`src/rtl/rcc_pkg.sv`:
```
// Shared definitions for the ripple counter capture block.
// Holds the default geometry (counter width, extended count width, filter
// depth) and the encoding of the count / wrap direction bit.
package rcc_pkg;

    localparam int RCC_IN_W_DEF   = 4;
    localparam int RCC_EXT_W_DEF  = 16;
    localparam int RCC_STABLE_DEF = 2;

    // Direction encoding shared by the up input and the wrap_dir output.
    localparam logic DIR_UP   = 1'b1;
    localparam logic DIR_DOWN = 1'b0;

endpackage

```
`src/rtl/ripple_count_capture_if.sv`:
```
// Wrap-event handshake between the capture block and its consumer.
//   wrap_valid : a wrap event is pending (producer -> consumer)
//   wrap_dir   : direction of the pending event, DIR_UP / DIR_DOWN
//   wrap_ready : consumer accepts the pending event (consumer -> producer)
// The event transfers on any rising clock edge where valid and ready are both high.
interface ripple_count_capture_if;

    logic wrap_valid;
    logic wrap_dir;
    logic wrap_ready;

    modport master (
        output wrap_valid,
        output wrap_dir,
        input  wrap_ready
    );

    modport slave (
        input  wrap_valid,
        input  wrap_dir,
        output wrap_ready
    );

endinterface

```
`src/rtl/rcc_stable_filter.sv`:
```
// Synchroniser and settle filter for an asynchronous ripple counter bus.
// Ports:
//   clk, rst  : system clock, synchronous active-high reset
//   cnt_in    : ripple counter value (asynchronous to clk)
//   up        : count direction (quasi-static, asynchronous)
//   cand      : current candidate value (last value seen on the synchronised bus)
//   up_s      : synchronised direction
//   stable    : candidate has been seen for STABLE_CYCLES consecutive samples
//   settle    : the candidate reaches STABLE_CYCLES at the coming edge
//               (the top qualifies this with "differs from the last accepted value")
module rcc_stable_filter
    import rcc_pkg::*;
#(
    parameter int IN_W          = RCC_IN_W_DEF,
    parameter int STABLE_CYCLES = RCC_STABLE_DEF
) (
    input  logic            clk,
    input  logic            rst,
    input  logic [IN_W-1:0] cnt_in,
    input  logic            up,
    output logic [IN_W-1:0] cand,
    output logic            up_s,
    output logic            stable,
    output logic            settle
);

    // Run length never exceeds 15, so four bits always suffice.
    localparam int RUN_W = 4;
    localparam logic [RUN_W-1:0] RUN_STABLE = RUN_W'(STABLE_CYCLES);
    localparam logic [RUN_W-1:0] RUN_PRE    = RUN_W'(STABLE_CYCLES - 1);

    logic [IN_W-1:0]  s1_r;
    logic [IN_W-1:0]  s2_r;
    logic             up1_r;
    logic             up_s_r;
    logic [IN_W-1:0]  cand_r;
    logic [RUN_W-1:0] run_r;
    logic             stable_r;
    logic [IN_W-1:0]  cand_nxt_s;
    logic [RUN_W-1:0] run_nxt_s;

    // Candidate tracking: a new code restarts the run, a repeated code extends it.
    always_comb begin
        cand_nxt_s = cand_r;
        run_nxt_s  = run_r;
        if (s2_r != cand_r) begin
            cand_nxt_s = s2_r;
            run_nxt_s  = 4'd1;
        end else if (run_r < RUN_STABLE) begin
            run_nxt_s  = run_r + 4'd1;
        end else begin
            run_nxt_s  = run_r;
        end
    end

    // Two-flop synchronisers plus candidate/run state; stable is registered
    // from the next run value so it equals (run == STABLE_CYCLES).
    always_ff @(posedge clk) begin
        if (rst) begin
            s1_r     <= {IN_W{1'b0}};
            s2_r     <= {IN_W{1'b0}};
            up1_r    <= 1'b0;
            up_s_r   <= 1'b0;
            cand_r   <= {IN_W{1'b0}};
            run_r    <= {RUN_W{1'b0}};
            stable_r <= 1'b0;
        end else begin
            s1_r     <= cnt_in;
            s2_r     <= s1_r;
            up1_r    <= up;
            up_s_r   <= up1_r;
            cand_r   <= cand_nxt_s;
            run_r    <= run_nxt_s;
            stable_r <= (run_nxt_s == RUN_STABLE);
        end
    end

    assign cand   = cand_r;
    assign up_s   = up_s_r;
    assign stable = stable_r;
    assign settle = (s2_r == cand_r) && (run_r == RUN_PRE);

endmodule

```
`src/rtl/ripple_count_capture.sv`:
```
// Capture of a 4-bit ripple up/down counter into a wide extended count.
// The ripple bus is synchronised and filtered (rcc_stable_filter); each newly
// settled value is accumulated as a modulo-2^IN_W delta, and every wrap of
// the small counter is reported on a valid/ready handshake.
// Ports:
//   clk, rst   : system clock, synchronous active-high reset
//   cnt_in     : ripple counter bus (asynchronous)
//   up         : counter direction, 1 = up
//   clear      : synchronous clear of ext_count, wrap event and overrun
//   ext_count  : accumulated progress since reset/clear
//   stable     : current candidate is settled
//   overrun    : sticky, a wrap event was lost while one was pending
//   wrap_if    : wrap_valid / wrap_dir / wrap_ready handshake (master side)
// Build option: define RCC_SAT_EN to make ext_count saturate at all-ones
// (up) and zero (down) instead of wrapping; wrap events are unaffected.
module ripple_count_capture
    import rcc_pkg::*;
#(
    parameter int IN_W          = RCC_IN_W_DEF,
    parameter int EXT_W         = RCC_EXT_W_DEF,
    parameter int STABLE_CYCLES = RCC_STABLE_DEF
) (
    input  logic                  clk,
    input  logic                  rst,
    input  logic [IN_W-1:0]       cnt_in,
    input  logic                  up,
    input  logic                  clear,
    output logic [EXT_W-1:0]      ext_count,
    output logic                  stable,
    output logic                  overrun,
    ripple_count_capture_if.master wrap_if
);

    localparam int PAD_W = EXT_W - IN_W;

    logic [IN_W-1:0]  cand_s;
    logic             up_s;
    logic             settle_s;
    logic             accept_s;
    logic             wrap_s;
    logic [IN_W-1:0]  delta_up_s;
    logic [IN_W-1:0]  delta_dn_s;
    logic [EXT_W-1:0] ext_arith_s;

    logic [IN_W-1:0]  last_r;
    logic [EXT_W-1:0] ext_r;
    logic             valid_r;
    logic             dir_r;
    logic             ovr_r;

    logic [IN_W-1:0]  last_nxt_s;
    logic [EXT_W-1:0] ext_nxt_s;
    logic             valid_nxt_s;
    logic             dir_nxt_s;
    logic             ovr_nxt_s;

`ifdef RCC_SAT_EN
    logic [EXT_W:0]   sum_s;
    logic [EXT_W:0]   diff_s;
`else
    logic [EXT_W-1:0] sum_s;
    logic [EXT_W-1:0] diff_s;
`endif

    rcc_stable_filter #(
        .IN_W          (IN_W),
        .STABLE_CYCLES (STABLE_CYCLES)
    ) u_filter (
        .clk    (clk),
        .rst    (rst),
        .cnt_in (cnt_in),
        .up     (up),
        .cand   (cand_s),
        .up_s   (up_s),
        .stable (stable),
        .settle (settle_s)
    );

    // Accept only settled values that differ from the last accepted one.
    assign accept_s   = settle_s && (cand_s != last_r);
    // Both deltas wrap modulo 2^IN_W, so a crossing of 0/max is a small step.
    assign delta_up_s = cand_s - last_r;
    assign delta_dn_s = last_r - cand_s;
    assign wrap_s     = accept_s && ((up_s == DIR_UP) ? (cand_s < last_r) : (cand_s > last_r));

`ifdef RCC_SAT_EN
    // One extra bit exposes carry (up) and borrow (down) for clamping.
    assign sum_s  = {1'b0, ext_r} + {{(PAD_W + 1){1'b0}}, delta_up_s};
    assign diff_s = {1'b0, ext_r} - {{(PAD_W + 1){1'b0}}, delta_dn_s};

    // Saturating accumulate of the accepted delta.
    always_comb begin
        ext_arith_s = ext_r;
        if (up_s == DIR_UP) begin
            if (sum_s[EXT_W]) begin
                ext_arith_s = {EXT_W{1'b1}};
            end else begin
                ext_arith_s = sum_s[EXT_W-1:0];
            end
        end else begin
            if (diff_s[EXT_W]) begin
                ext_arith_s = {EXT_W{1'b0}};
            end else begin
                ext_arith_s = diff_s[EXT_W-1:0];
            end
        end
    end
`else
    assign sum_s  = ext_r + {{PAD_W{1'b0}}, delta_up_s};
    assign diff_s = ext_r - {{PAD_W{1'b0}}, delta_dn_s};

    // Modulo-2^EXT_W accumulate of the accepted delta.
    always_comb begin
        ext_arith_s = ext_r;
        if (up_s == DIR_UP) begin
            ext_arith_s = sum_s;
        end else begin
            ext_arith_s = diff_s;
        end
    end
`endif

    // Next-state for last/ext_count and the wrap handshake; clear wins over accept.
    always_comb begin
        last_nxt_s  = last_r;
        ext_nxt_s   = ext_r;
        valid_nxt_s = valid_r;
        dir_nxt_s   = dir_r;
        ovr_nxt_s   = ovr_r;
        if (clear) begin
            last_nxt_s  = cand_s;
            ext_nxt_s   = {EXT_W{1'b0}};
            valid_nxt_s = 1'b0;
            ovr_nxt_s   = 1'b0;
        end else begin
            if (accept_s) begin
                last_nxt_s = cand_s;
                ext_nxt_s  = ext_arith_s;
            end else begin
                last_nxt_s = last_r;
                ext_nxt_s  = ext_r;
            end
            if (wrap_s) begin
                // A pending event that is being taken this edge frees the slot.
                if (!valid_r || wrap_if.wrap_ready) begin
                    valid_nxt_s = 1'b1;
                    dir_nxt_s   = up_s;
                end else begin
                    ovr_nxt_s   = 1'b1;
                end
            end else if (valid_r && wrap_if.wrap_ready) begin
                valid_nxt_s = 1'b0;
            end else begin
                valid_nxt_s = valid_r;
            end
        end
    end

    // State registers for the accumulated count and wrap reporting.
    always_ff @(posedge clk) begin
        if (rst) begin
            last_r  <= {IN_W{1'b0}};
            ext_r   <= {EXT_W{1'b0}};
            valid_r <= 1'b0;
            dir_r   <= 1'b0;
            ovr_r   <= 1'b0;
        end else begin
            last_r  <= last_nxt_s;
            ext_r   <= ext_nxt_s;
            valid_r <= valid_nxt_s;
            dir_r   <= dir_nxt_s;
            ovr_r   <= ovr_nxt_s;
        end
    end

    assign ext_count          = ext_r;
    assign overrun            = ovr_r;
    assign wrap_if.wrap_valid = valid_r;
    assign wrap_if.wrap_dir   = dir_r;

endmodule

```
`src/flat_wrapper.sv`:
```
// flat-port wrapper written by rule: the top's interface ports become plain ports
module ripple_count_capture_flat import rcc_pkg::*;
#(
    parameter int IN_W          = RCC_IN_W_DEF,
    parameter int EXT_W         = RCC_EXT_W_DEF,
    parameter int STABLE_CYCLES = RCC_STABLE_DEF
)
  (clk, rst, cnt_in, up, clear, ext_count, stable, overrun, wrap_if_wrap_valid, wrap_if_wrap_dir, wrap_if_wrap_ready);
  ripple_count_capture_if wrap_if_i ();
  input  logic clk;
  input  logic rst;
  input  logic [IN_W-1:0] cnt_in;
  input  logic up;
  input  logic clear;
  output logic [EXT_W-1:0] ext_count;
  output logic stable;
  output logic overrun;
  output wire logic [$bits(wrap_if_i.wrap_valid)-1:0] wrap_if_wrap_valid;
  output wire logic [$bits(wrap_if_i.wrap_dir)-1:0] wrap_if_wrap_dir;
  input wire logic [$bits(wrap_if_i.wrap_ready)-1:0] wrap_if_wrap_ready;
  assign wrap_if_wrap_valid = wrap_if_i.wrap_valid;
  assign wrap_if_wrap_dir = wrap_if_i.wrap_dir;
  assign wrap_if_i.wrap_ready = wrap_if_wrap_ready;
  ripple_count_capture #(.IN_W(IN_W), .EXT_W(EXT_W), .STABLE_CYCLES(STABLE_CYCLES)) u_core (.clk(clk), .rst(rst), .cnt_in(cnt_in), .up(up), .clear(clear), .ext_count(ext_count), .stable(stable), .overrun(overrun), .wrap_if(wrap_if_i));
endmodule
```
`config.mk`:
```
export PLATFORM = sky130hd
export DESIGN_NAME = ripple_count_capture_flat
export DESIGN_NICKNAME = d
export VERILOG_FILES = /design/src/rtl/rcc_pkg.sv /design/src/rtl/ripple_count_capture_if.sv /design/src/rtl/rcc_stable_filter.sv /design/src/rtl/ripple_count_capture.sv /design/src/flat_wrapper.sv
export SDC_FILE = /design/constraint.sdc
export NUM_CORES = 1
export LEC_CHECK = 0
export ABC_AREA = 1
export CAP_MARGIN = 30
export CORE_MARGIN = 3
export CORE_UTILIZATION = 30
export CTS_CLUSTER_SIZE = 10
export DETAILED_ROUTE_END_ITERATION = 7
export SETUP_SLACK_MARGIN = 0.2
export SKIP_LAST_GASP = 1
export SYNTH_ARGS = -nofsm -noshare
export SYNTH_HDL_FRONTEND = slang
export SYNTH_SLANG_ARGS = --single-unit
```
`constraint.sdc`:
```
create_clock -name clk -period 3.9 [get_ports clk]
set_input_delay 0.39 -clock clk [delete_from_list [all_inputs] [get_ports clk]]
set_output_delay 0.39 -clock clk [all_outputs]
set_load 0.005 [all_outputs]
```
==> reports/results.tsv <==
metric	value	unit
Worst Path Required	4110	ps
footprint of the multi-input gates	1570	um^2
Ports	29	
clock-pin slew on the worst setup and hold paths	90	ps
status	completed	
CTS Root Cell	clkbuf_8	
Worst Setup Start Kind	register	
mapped cell area	2780	um^2
Post-CTS Hold Fix Bufs	0	
reg2reg path depth	19	
Pwr Density	375	nW/um^2
synthesized area per cell	6.69	um^2
Worst Max-Slew Pin Slew	545	ps
R2R Setup Slk	810	ps
GRT Residual Overflow	0	
endpoints failing hold	0	
crit path capture type	register	
Synth top area share	30.2	%
vias	2471	
# fillers	953	
n_diodes	0	
async set-reset flop share out of synthesis	0	%
unrepaired setup endpoints after global routing	no	
#FFs+latches synth	42	
Area Growth Syn to Fin	16.7	%
Syn Nets	454	
Critical Path Source	u_core.last_r[2]	
number of buffers created by CTS	5	
clock skew	10.1	ps
post-synth cell types	29	
number of synthesized flops with an enable pin	0	
worst vdd ir	0.155	mV
CP arrival	3300	ps
largest net degree at the start of global routing	36	
Die Ht	102	um
Vias per Instance	4.46	
part of the Yosys area used for sequential elements	30.2	%
H-Tree Depth	2	
vias in the first global route	2361	
wire length per cell	10.3	um
FF/Latch Area	841	um^2
row cnt	34	
estimated wirelength of the detail-placed design	4490	um
Crit Path Category	register to register	
WL final	5730	um
First DRT Iteration DRCs	95	
Final nets	483	
count leader, synth	nand2_1	
Period minus WS final	3090	ps
Die ar.	10500	um^2
routability cong.	0.830	
Syn Inst Count	416	
drt first pass iters	4	
Post-CTS Setup Bufs	0	
Worst Hold End	u_core.u_filter.s2_r[1]	
initial core utilization	31.4	%
Slew HR	63.6	%
clk sinks	42	
Yosys top cell by area	dfxtp_1	
Tot Pwr	1.22	mW
total of max-cap violations	0	
Final Slew Violations	0	
leakage	1.68	nW
setup TNS	0	ps
first-pass GRT wire length	10200	um
Most used DFF post-synth	dfxtp_1	
period utilization	79.3	%
maximum clock insertion buffer count	2	
hold path depth	2	
die width	102	um
share of layout cells above drive strength 1	4.71	%
core area	8850	um^2
TritonCTS clock tree	yes	
Skew-Pair Late Insertion Delay	300	ps
Synth area leaders	dfxtp_1, nand2_1, ha_1	
antenna viol nets, final	0	
Max Freq	0.324	GHz
final setup vio count	0	
Resized Gates After CTS	0	
PortBufs	28	
RR Startpoint	u_core.last_r[2]	
CP max FO	8	
DRC errors left	0	
antenna violations before repair	0	
top cells by count, synth	nand2_1, inv_1, nor2_1	
HP Class	register to register	
final instance area	3250	um^2
synth warn	0	
hold path startpoint	u_core.u_filter.s1_r[1]	
area post-placement	3150	um^2
Tot GR Track Use	11.9	%
RR Endpoint	u_core.ext_count[10]	
hold_ws	408	ps
==> layer usage <==
layer | global-route usage (%) | share of wire [%] | wire length (um)
met2 | 21.2 | 47 | 2710
met1 | 14.5 | 48 | 2750
met4 | 2.62 | 0.59 | 34
met5 | 0 | 0 | 0
met3 | 2.66 | 4.1 | 233
==> worst max-delay path by stage <==
stage	endpoint	slack, ps
floorplan	u_core.ext_count[14]	1140
global placement	u_core.ext_count[13]	880
detailed placement	u_core.ext_count[13]	800
CTS	u_core.ext_count[13]	790
global route	u_core.ext_count[10]	420
finish	u_core.ext_count[10]	810
==> cells by family after synthesis <==
logic type,count (synthesis),share of synthesized area (%)
AO/OA/AOI/OAI,49,9.63
buffers and inverters,92,13.3
adder cells (fa/ha/maj),29,13.9
flip-flops,42,30.2
XOR/XNOR,12,3.78
AND/OR/NAND/NOR,192,29.2
==> through the flow <==
stage                     util, %  instances  worst slack, ps
after floorplan                 -        416             1140
after global placement       35.6        546              877
after detailed placement     35.6        546              804
after CTS                    36.7        554              794
after global routing         36.7        554              417
final                        36.7        554              809
==> final cells by class <==
type / count / area share [%]
timing repair buffer: 29 / 8.86
multi-input combinational: 282 / 48.4
clock buffer: 5 / 2.12
tap: 108 / 4.16
sequential: 42 / 25.9
clock inverter: 3 / 0.771
inverter: 85 / 9.83
==> worst max-delay path: stages (launching register included) <==
cell	delay [ps]
dfxtp_1	360
inv_1	50
ha_1	400
nand2_1	100
o21ai_0	200
xor2_1	260
ha_1	280
nand2_1	60
o21ai_0	100
ha_1	350
a21oi_1	150
nand2_1	130
nand2_1	80
nand2_1	100
nand2_1	100
nand2_1	50
nand2_1	50
nand3_1	60
nand2_1	80
inv_1	30
==> layout by cell type, fill, tap and decap left out <==
| master | instances |
|---|---|
| inv_6 | 1 |
| nor3_1 | 3 |
| nor4_1 | 1 |
| or2_2 | 1 |
| nor2_1 | 48 |
| nand2_1 | 104 |
| xnor2_1 | 6 |
| inv_2 | 5 |
| clkdlybuf4s50_1 | 28 |
| fa_1 | 3 |
| nand4_1 | 4 |
| and2_1 | 2 |
| nand3_1 | 23 |
| ha_1 | 26 |
| o21bai_1 | 1 |
| a21oi_1 | 22 |
| xor2_1 | 6 |
| clkinvlp_4 | 1 |
| clkbuf_8 | 5 |
| o21ai_0 | 12 |
| o31ai_1 | 1 |
| nand2_2 | 2 |
| clkinv_4 | 1 |
| nor2_2 | 1 |
| buf_4 | 1 |
| o21a_1 | 7 |
| dfxtp_1 | 42 |
| o21ai_1 | 6 |
| nand3_2 | 1 |
| inv_1 | 80 |
| nand4_2 | 1 |
| nor2_8 | 1 |
==> power by group <==
| group | switching, mW | internal, mW |
|---|---|---|
| logic | 0.277 | 0.169 |
| clock network | 0.174 | 0.130 |
| registers | 0.0160 | 0.450 |
==> flip-flops by register name (all words and copies together) (netlist names) <==
| name | cells |
|---|---|
| u_core.wrap_if.wrap_valid | 1 |
| u_core.u_filter.s2_r | 4 |
| u_core.u_filter.up_s | 1 |
| u_core.ext_count | 16 |
| u_core.u_filter.cand | 4 |
| u_core.last_r | 4 |
| u_core.u_filter.run_r | 4 |
| u_core.u_filter.s1_r | 4 |
| u_core.u_filter.stable | 1 |
| u_core.wrap_if.wrap_dir | 1 |
| u_core.overrun | 1 |
| u_core.u_filter.up1_r | 1 |
Note: power is estimated with default switching activity, not from simulation.
